File: src/rtl/alu_issue_stage.sv
// ID/EX issue stage: decodes ALUOp/funct3/funct7 into an ALU operation code, selects SrcB and
// holds each operation in a 2-entry skid buffer. Define ALU_ISSUE_ILLEGAL_DETECT_EN to drive `illegal`.
module alu_issue_stage #(
    parameter int DATA_WIDTH    = 32,
    parameter int OPCODE_LENGTH = 4
) (
    input  logic                     clk,
    input  logic                     reset_n,
    input  logic                     flush,
    input  logic                     in_valid,
    output logic                     in_ready,
    input  logic [1:0]               ALUOp,
    input  logic [2:0]               funct3,
    input  logic [6:0]               funct7,
    input  logic [DATA_WIDTH-1:0]    rs1_data,
    input  logic [DATA_WIDTH-1:0]    rs2_data,
    input  logic [DATA_WIDTH-1:0]    imm,
    input  logic                     ALUSrc,
    output logic                     out_valid,
    input  logic                     out_ready,
    output logic [DATA_WIDTH-1:0]    SrcA,
    output logic [DATA_WIDTH-1:0]    SrcB,
    output logic [OPCODE_LENGTH-1:0] Operation,
    output logic                     illegal
);

    localparam logic [OPCODE_LENGTH-1:0] OP_AND = OPCODE_LENGTH'(4'b0000);
    localparam logic [OPCODE_LENGTH-1:0] OP_OR  = OPCODE_LENGTH'(4'b0001);
    localparam logic [OPCODE_LENGTH-1:0] OP_ADD = OPCODE_LENGTH'(4'b0010);
    localparam logic [OPCODE_LENGTH-1:0] OP_SUB = OPCODE_LENGTH'(4'b0101);
    localparam logic [OPCODE_LENGTH-1:0] OP_EQ  = OPCODE_LENGTH'(4'b1000);
    localparam logic [OPCODE_LENGTH-1:0] OP_NE  = OPCODE_LENGTH'(4'b1001);
    localparam logic [OPCODE_LENGTH-1:0] OP_LT  = OPCODE_LENGTH'(4'b1010);
    localparam logic [OPCODE_LENGTH-1:0] OP_GE  = OPCODE_LENGTH'(4'b1011);
    localparam logic [OPCODE_LENGTH-1:0] OP_XOR = OPCODE_LENGTH'(4'b1100);

    logic [OPCODE_LENGTH-1:0] raw_op;
    logic [OPCODE_LENGTH-1:0] dec_op;
    logic                     dec_ill;
    logic [DATA_WIDTH-1:0]    src_b_in;

    // Shared ALU-function decode for R-type and I-type; R-type additionally gates on funct7.
    always_comb begin
        raw_op  = OP_AND;
        dec_ill = 1'b0;
        case (ALUOp)
            2'b00: raw_op = OP_ADD;
            2'b01: begin
                case (funct3)
                    3'b000:  raw_op = OP_EQ;
                    3'b001:  raw_op = OP_NE;
                    3'b100:  raw_op = OP_LT;
                    3'b101:  raw_op = OP_GE;
                    default: dec_ill = 1'b1;
                endcase
            end
            default: begin
                case (funct3)
                    3'b000:  raw_op = OP_ADD;
                    3'b111:  raw_op = OP_AND;
                    3'b110:  raw_op = OP_OR;
                    3'b100:  raw_op = OP_XOR;
                    3'b010:  raw_op = OP_LT;
                    default: dec_ill = 1'b1;
                endcase
                if (ALUOp == 2'b10) begin
                    if (funct3 == 3'b000 && funct7 == 7'b0100000) begin
                        raw_op = OP_SUB;
                    end else if (funct7 != 7'b0000000) begin
                        dec_ill = 1'b1;
                    end
                end
            end
        endcase
        dec_op = dec_ill ? OP_AND : raw_op;
    end

    assign src_b_in = ALUSrc ? imm : rs2_data;

    logic                     main_valid_reg, main_valid_next;
    logic                     skid_valid_reg, skid_valid_next;
    logic                     in_ready_reg;
    logic                     load_main_in, load_main_skid, load_skid;
    logic [DATA_WIDTH-1:0]    main_a_reg, main_b_reg, skid_a_reg, skid_b_reg;
    logic [OPCODE_LENGTH-1:0] main_op_reg, skid_op_reg;
    logic                     take_in, take_out;

    assign take_in  = in_valid & in_ready_reg;
    assign take_out = main_valid_reg & out_ready;

    always_comb begin
        main_valid_next = main_valid_reg;
        skid_valid_next = skid_valid_reg;
        load_main_in    = 1'b0;
        load_main_skid  = 1'b0;
        load_skid       = 1'b0;
        if (flush) begin
            main_valid_next = 1'b0;
            skid_valid_next = 1'b0;
        end else if (!main_valid_reg) begin
            load_main_in    = take_in;
            main_valid_next = take_in;
        end else if (!skid_valid_reg) begin
            if (take_in && take_out) begin
                load_main_in = 1'b1;
            end else if (take_in) begin
                load_skid       = 1'b1;
                skid_valid_next = 1'b1;
            end else if (take_out) begin
                main_valid_next = 1'b0;
            end
        end else if (take_out) begin
            // FULL never accepts input, so draining just promotes the skid entry.
            load_main_skid  = 1'b1;
            skid_valid_next = 1'b0;
        end
    end

    always_ff @(posedge clk or negedge reset_n) begin
        if (!reset_n) begin
            main_valid_reg <= 1'b0;
            skid_valid_reg <= 1'b0;
            in_ready_reg   <= 1'b1;
            main_a_reg     <= '0;
            main_b_reg     <= '0;
            main_op_reg    <= OP_AND;
            skid_a_reg     <= '0;
            skid_b_reg     <= '0;
            skid_op_reg    <= OP_AND;
        end else begin
            main_valid_reg <= main_valid_next;
            skid_valid_reg <= skid_valid_next;
            in_ready_reg   <= ~skid_valid_next;
            if (load_main_in) begin
                main_a_reg  <= rs1_data;
                main_b_reg  <= src_b_in;
                main_op_reg <= dec_op;
            end else if (load_main_skid) begin
                main_a_reg  <= skid_a_reg;
                main_b_reg  <= skid_b_reg;
                main_op_reg <= skid_op_reg;
            end
            if (load_skid) begin
                skid_a_reg  <= rs1_data;
                skid_b_reg  <= src_b_in;
                skid_op_reg <= dec_op;
            end
        end
    end

`ifdef ALU_ISSUE_ILLEGAL_DETECT_EN
    logic main_ill_reg, skid_ill_reg;

    always_ff @(posedge clk or negedge reset_n) begin
        if (!reset_n) begin
            main_ill_reg <= 1'b0;
            skid_ill_reg <= 1'b0;
        end else begin
            if (load_main_in) begin
                main_ill_reg <= dec_ill;
            end else if (load_main_skid) begin
                main_ill_reg <= skid_ill_reg;
            end
            if (load_skid) begin
                skid_ill_reg <= dec_ill;
            end
        end
    end

    assign illegal = main_ill_reg;
`else
    assign illegal = 1'b0;
`endif

    assign in_ready  = in_ready_reg;
    assign out_valid = main_valid_reg;
    assign SrcA      = main_a_reg;
    assign SrcB      = main_b_reg;
    assign Operation = main_op_reg;

endmodule
File: config.mk
export PLATFORM = sky130hd
export DESIGN_NAME = alu_issue_stage
export DESIGN_NICKNAME = d
export VERILOG_FILES = /design/src/rtl/alu_issue_stage.sv
export SDC_FILE = /design/constraint.sdc
export NUM_CORES = 1
export LEC_CHECK = 0
export CELL_PAD_IN_SITES_DETAIL_PLACEMENT = 1
export CELL_PAD_IN_SITES_GLOBAL_PLACEMENT = 1
export CORE_AREA = 4 4 173 108
export DETAILED_ROUTE_END_ITERATION = 8
export DIE_AREA = 0 0 177 112
export HOLD_SLACK_MARGIN = 0.03
export PLACE_DENSITY = 0.92
export SLEW_MARGIN = 20
export SYNTH_ARGS = -nofsm -noshare
export SYNTH_HDL_FRONTEND = slang
export SYNTH_SLANG_ARGS = --single-unit
File: constraint.sdc
create_clock -name clk -period 3.9 [get_ports clk]
set_input_delay 0.78 -clock clk [delete_from_list [all_inputs] [get_ports clk]]
set_output_delay 0.78 -clock clk [all_outputs]
set_load 0.005 [all_outputs]
**Yosys cells after proc, flatten, opt, wreduce, memory -nomap -nowiden**

Index checks and enable logic that the tools add are counted.

- Bits in read-only memories: 0
- Bits of input ports: 114
- Register bits: 139
- Bits in latches: 0
- Memories: 0
- RAM bits: 0
- Word-level logic and storage cells: 70

- $add $sub $neg: 0
- Magnitude comparators: 0
- Shift operators: 0
- Bitwise operators: 3
- Reductions and logical operators: 8
- Eq/ne operators: 9
- Divide/modulo/power cells: 0
- Muxes and demuxes: 41
- Multipliers: 0

Operators with widths:

| cell | count |
|---|---|
| two-way mux 32 bit | 5 |
| one-hot mux 4 bit (4 select lines) | 2 |
| two-way mux 1 bit | 27 |
| two-way mux 4 bit | 5 |
| equality test 3 bit (second input constant) | 4 |
| one-hot mux 4 bit (2 select lines) | 1 |
| equality test 7 x 6 -> 1 bit (second input constant) | 1 |
| nonzero test 7 bit | 1 |
| OR reduction 5 bit | 1 |
| OR reduction 4 bit | 1 |
| equality test 3 x 1 -> 1 bit (second input constant) | 1 |
| equality test 3 x 2 -> 1 bit (second input constant) | 1 |
| zero test 3 bit | 1 |
| bitwise AND 1 bit | 2 |
| equality test 2 x 1 -> 1 bit (second input constant) | 1 |
| equality test 2 bit (second input constant) | 1 |
| logical AND 1 bit | 2 |
| zero test 2 bit | 1 |
| one-hot mux 1 bit (2 select lines) | 1 |
| nonzero test 2 bit | 1 |
| NOT 1 bit | 1 |

**Logic depth before layout (Yosys ltp)**

- Word-level depth: 9
- Gate-level depth with buffers: 7
- Depth with buffers taken out: 4

**Least setup slack after synthesis**

No wires, ideal clock.

- Kind: in2reg
- From: input port flush
- To: register main_b_reg[11], in the netlist SrcB[11]
- Path buffers: 1
- Stages: 5
- Required time: 3.776 ns
- Data arrival time: 1.675 ns
- Setup slack: 2.101 ns
- Setup time: 0.124 ns
- Cells stage by stage: nand4b_2 > buf_6 > mux2_4 > nor2_2 > a21oi_2

- Word-level cells in the longest chain between the ends: 2
- Elaborated cells between the ends (all ways): 4

Ends and longest elaborated chain:

| what | RTL line | text |
|---|---|---|
| from (decl) | 9 | `input logic flush,` |
| two-way mux 1 bit | 97 | `if (flush) begin` |
| two-way mux 32 bit / nonzero test 2 bit (equally long branches) | n/a |  |
| to (signal assigned) | 136 | `main_b_reg <= src_b_in;` |
| to (signal assigned) | 140 | `main_b_reg <= skid_b_reg;` |
| to (decl) | 84 | `logic [DATA_WIDTH-1:0] main_a_reg, main_b_reg, skid_a_reg, skid_b_reg;` |

Parallel ways exist; a longest one is shown, timed or not.
A chain may end at the register's enable or synchronous reset.

**Worst setup path in the final report**

- From: input port flush
- To: register skid_a_reg[27]

- Word-level cells in the longest chain between the ends: 1

Ends and longest elaborated chain:

| what | RTL line | text |
|---|---|---|
| two-way mux 1 bit | 97 |  |
| to (signal assigned) | 144 | `skid_a_reg <= rs1_data;` |
| to (decl) | 84 |  |

No other way between the ends.

==> impl_metrics.toml <==
[status]
status = "finished clean"

[clocking]
cts_buffers = 17
htree_levels = 4
hold_buffers = 0
ctsRootBufferMaster = "clkbuf_16"
post_cts_buffers = 0
cts.repair.resized = 0
clock_latency_ns = 0.41
clk_pin_slew_worst_paths_ns = 0.06
cts_tree = "yes"
clock_sinks = 139
cts.path.max_buffers = 2

[route]
vias = 5216
dr.pass1.iters = 4
finalWirelength_um = 19000
drt_iter0_drc = 309
final_antenna_net_count = 0
wl_per_cell_um = 18.1
routed_via_density = 4.96
drc = 0

[synth]
synth.area.top_cells = "dfrtp_1 (51%), mux2i_1 (10%), nand2_1 (9.4%)"
synthDistinctLibCells = 43
synth_area_sq_um = 6730
synthFlopType = "dfrtp_1"
avgSynthCellArea_sq_um = 10.5
synth_top_area_share_pct = 51.3
synth.mux.area_fraction_pct = 17.3
synth_edf_count = 0
yosysTopAreaCell = "dfrtp_1"
async_flop_share_pct = 100
synthAdderAreaFrac_pct = 0
synth_compound_area_share_pct = 10.8
synth.most_common_cell = "nand2_1"
yosysSeqAreaShare_pct = 51.7
ys_ff_latch = 139
yosys.area_share.simple_pct = 14.9
synthTopCellsByCount = "nand2_1 (169), dfrtp_1 (138), mux2i_1 (67), o21ai_0 (51), mux2_4 (32)"
synthCells = 639
yosys_warnings = 0
synth_xor_area_share_pct = 0.260
synth_top_family_by_area = "multiplexers"
synth_nets = 753

[setup_path]
worstSetupEndpointType = "register"
cp.arrival_ns = 2.70
required_ns = 4.24
r2r_start = "in_ready"
cp_max_fo = 19
cp-start-kind = "primary input"
rr_worst_depth = 5
worst-r2r-setup-slack_ns = 1.91
worstReg2RegEnd = "skid_a_reg[27]"
worstSetupPathType = "in -> reg"

[pwr]
switching_power_mw = 1.25
cellLeakagePower_nw = 4.44
p_int_mw = 3.29
switching_share_pct = 27.5
p_seq_share_pct = 42.6
peakVddDrop_mv = 0.255
power_frac_clock_pct = 35.6
p_per_area_nw_per_um2 = 490
power_frac_comb_pct = 21.9

[worst_hold_path]
worstHoldEndpoint = "skid_a_reg[26]"
hold_class = "reg -> reg"
min_from = "skid_a_reg[26]"
hold_depth = 2

[finish]
layout.nets = 919
fin_util_pct = 54.5
final_cells = 1052
antenna_cells = 0
area_growth_pct = 37.5
final_layout_size_suffix_gt1_share_pct = 15.6

[grt]
antenna_found_initial = 0
grt_usage_pct = 19.5
grt_pass1_vias = 5660
grt_max_degree = 108
grt_pass1_wl_um = 31100
gr-total-overflow = 0

[floorplan]
rows = 37
core_sq_um = 17000
start_util_pct = 39.6
io_pins = 185
dieHeight_um = 112
die-area_sq_um = 19800
dieWidth_um = 177

[placed_design]
dpl_worst_slack_ns = 1.09
hpwl_um = 13600
dp.cells = 1020
port_buffers = 183
place_congestion = 0.760

[timing]
drv_slew = 0
setup_viol = 0
rsz0062_at_grt = "no"
skew_ns = 0.0140
setup_slack_ns = 1.55
worst_pin_slew_ns = 0.979
setup-tns-final_ns = 0
finalCriticalPeriod_ns = 2.35
hold_viol = 0
slew_headroom_pct = 34.7
min_period_over_period_pct = 60.3
fmax_mhz = 425

[job]
drv_cap = 0
-- layout by cell type (no fill, tap or decap), types with 6 or more instances in the layout --
cell type        Yosys  final
buf_4                7      6
a21oi_2             20     20
dfrtp_1            138    138
nor2_1               9      9
nand2_1            169    169
o21ai_1             20     20
o21ai_0             51     51
nor2_2              26     26
mux2_4              32     32
a21oi_1             14     14
mux2i_1             67     67
clkdlybuf4s50_1      0    181
clkbuf_16            0     17
-- logic make-up (layout without fill, tap and decap cells) --
| group | Yosys count | in the layout |
|---|---|---|
| multiplexers | 100 | 100 |
| AO/OA/AOI/OAI | 120 | 120 |
| AND/OR/NAND/NOR | 228 | 228 |
| XOR/XNOR | 2 | 2 |
| buffers and inverters | 49 | 228 |
| flip-flops | 139 | 139 |
| other | 1 | 1 |
-- cell type report --
cell class	count	area [sq um]
tap	234	293
timing repair buffer	192	1930
fill	1841	7740
clock buffer	20	447
inverter	4	15.0
multi-input combinational	451	2950
sequential	139	3480
clock inverter	12	140
-- power groups by stage --
stage          combinational, mW  sequential [mW]  clock [mW]
6_report                   0.992             1.93        1.61
5_1_grt                     1.10             1.97        1.72
4_1_cts                     1.01             1.93        1.64
3_5_place_dp                1.00             1.96           0
3_3_place_gp               0.950             1.93           0
2_1_floorplan              0.471             1.91           0
-- critical path, stage by stage --
cell,delay [ns]
clkdlybuf4s50_1,0.45
and3b_1,0.34
and3_1,0.58
buf_4,0.36
nand2_1,0.10
nand2_1,0.08
-- worst max path at each step --
| stage | startpoint | end | slack, ns | cells after the start |
|---|---|---|---|---|
| finish | flush | skid_a_reg[27] | 1.55 | 6 |
| global route | flush | skid_a_reg[27] | 1.41 | 6 |
| CTS | flush | skid_a_reg[27] | 1.54 | 6 |
| detailed placement | flush | skid_a_reg[27] | 1.09 | 6 |
| global placement | flush | skid_a_reg[26] | 1.22 | 6 |
| floorplan | flush | SrcB[11] | 2.10 | 5 |
-- layer usage --
metal | routed length (um) | track usage, %
met2 | 9180 | 32.2
met1 | 8470 | 25.5
met5 | 0 | 0
met4 | 116 | 3.55
met3 | 1270 | 6.35
-- stage by stage --
step / instance area [sq um] / hold WS, ns / power, mW
after floorplan: 6730 / 0.445 / 2.38
after global placement: 8670 / 0.458 / 2.88
after detailed placement: 8670 / 0.467 / 2.96
after CTS: 9250 / 0.484 / 4.59
after global routing: 9250 / 0.505 / 4.79
final: 9250 / 0.479 / 4.54
(Power assumes the default switching activity.)
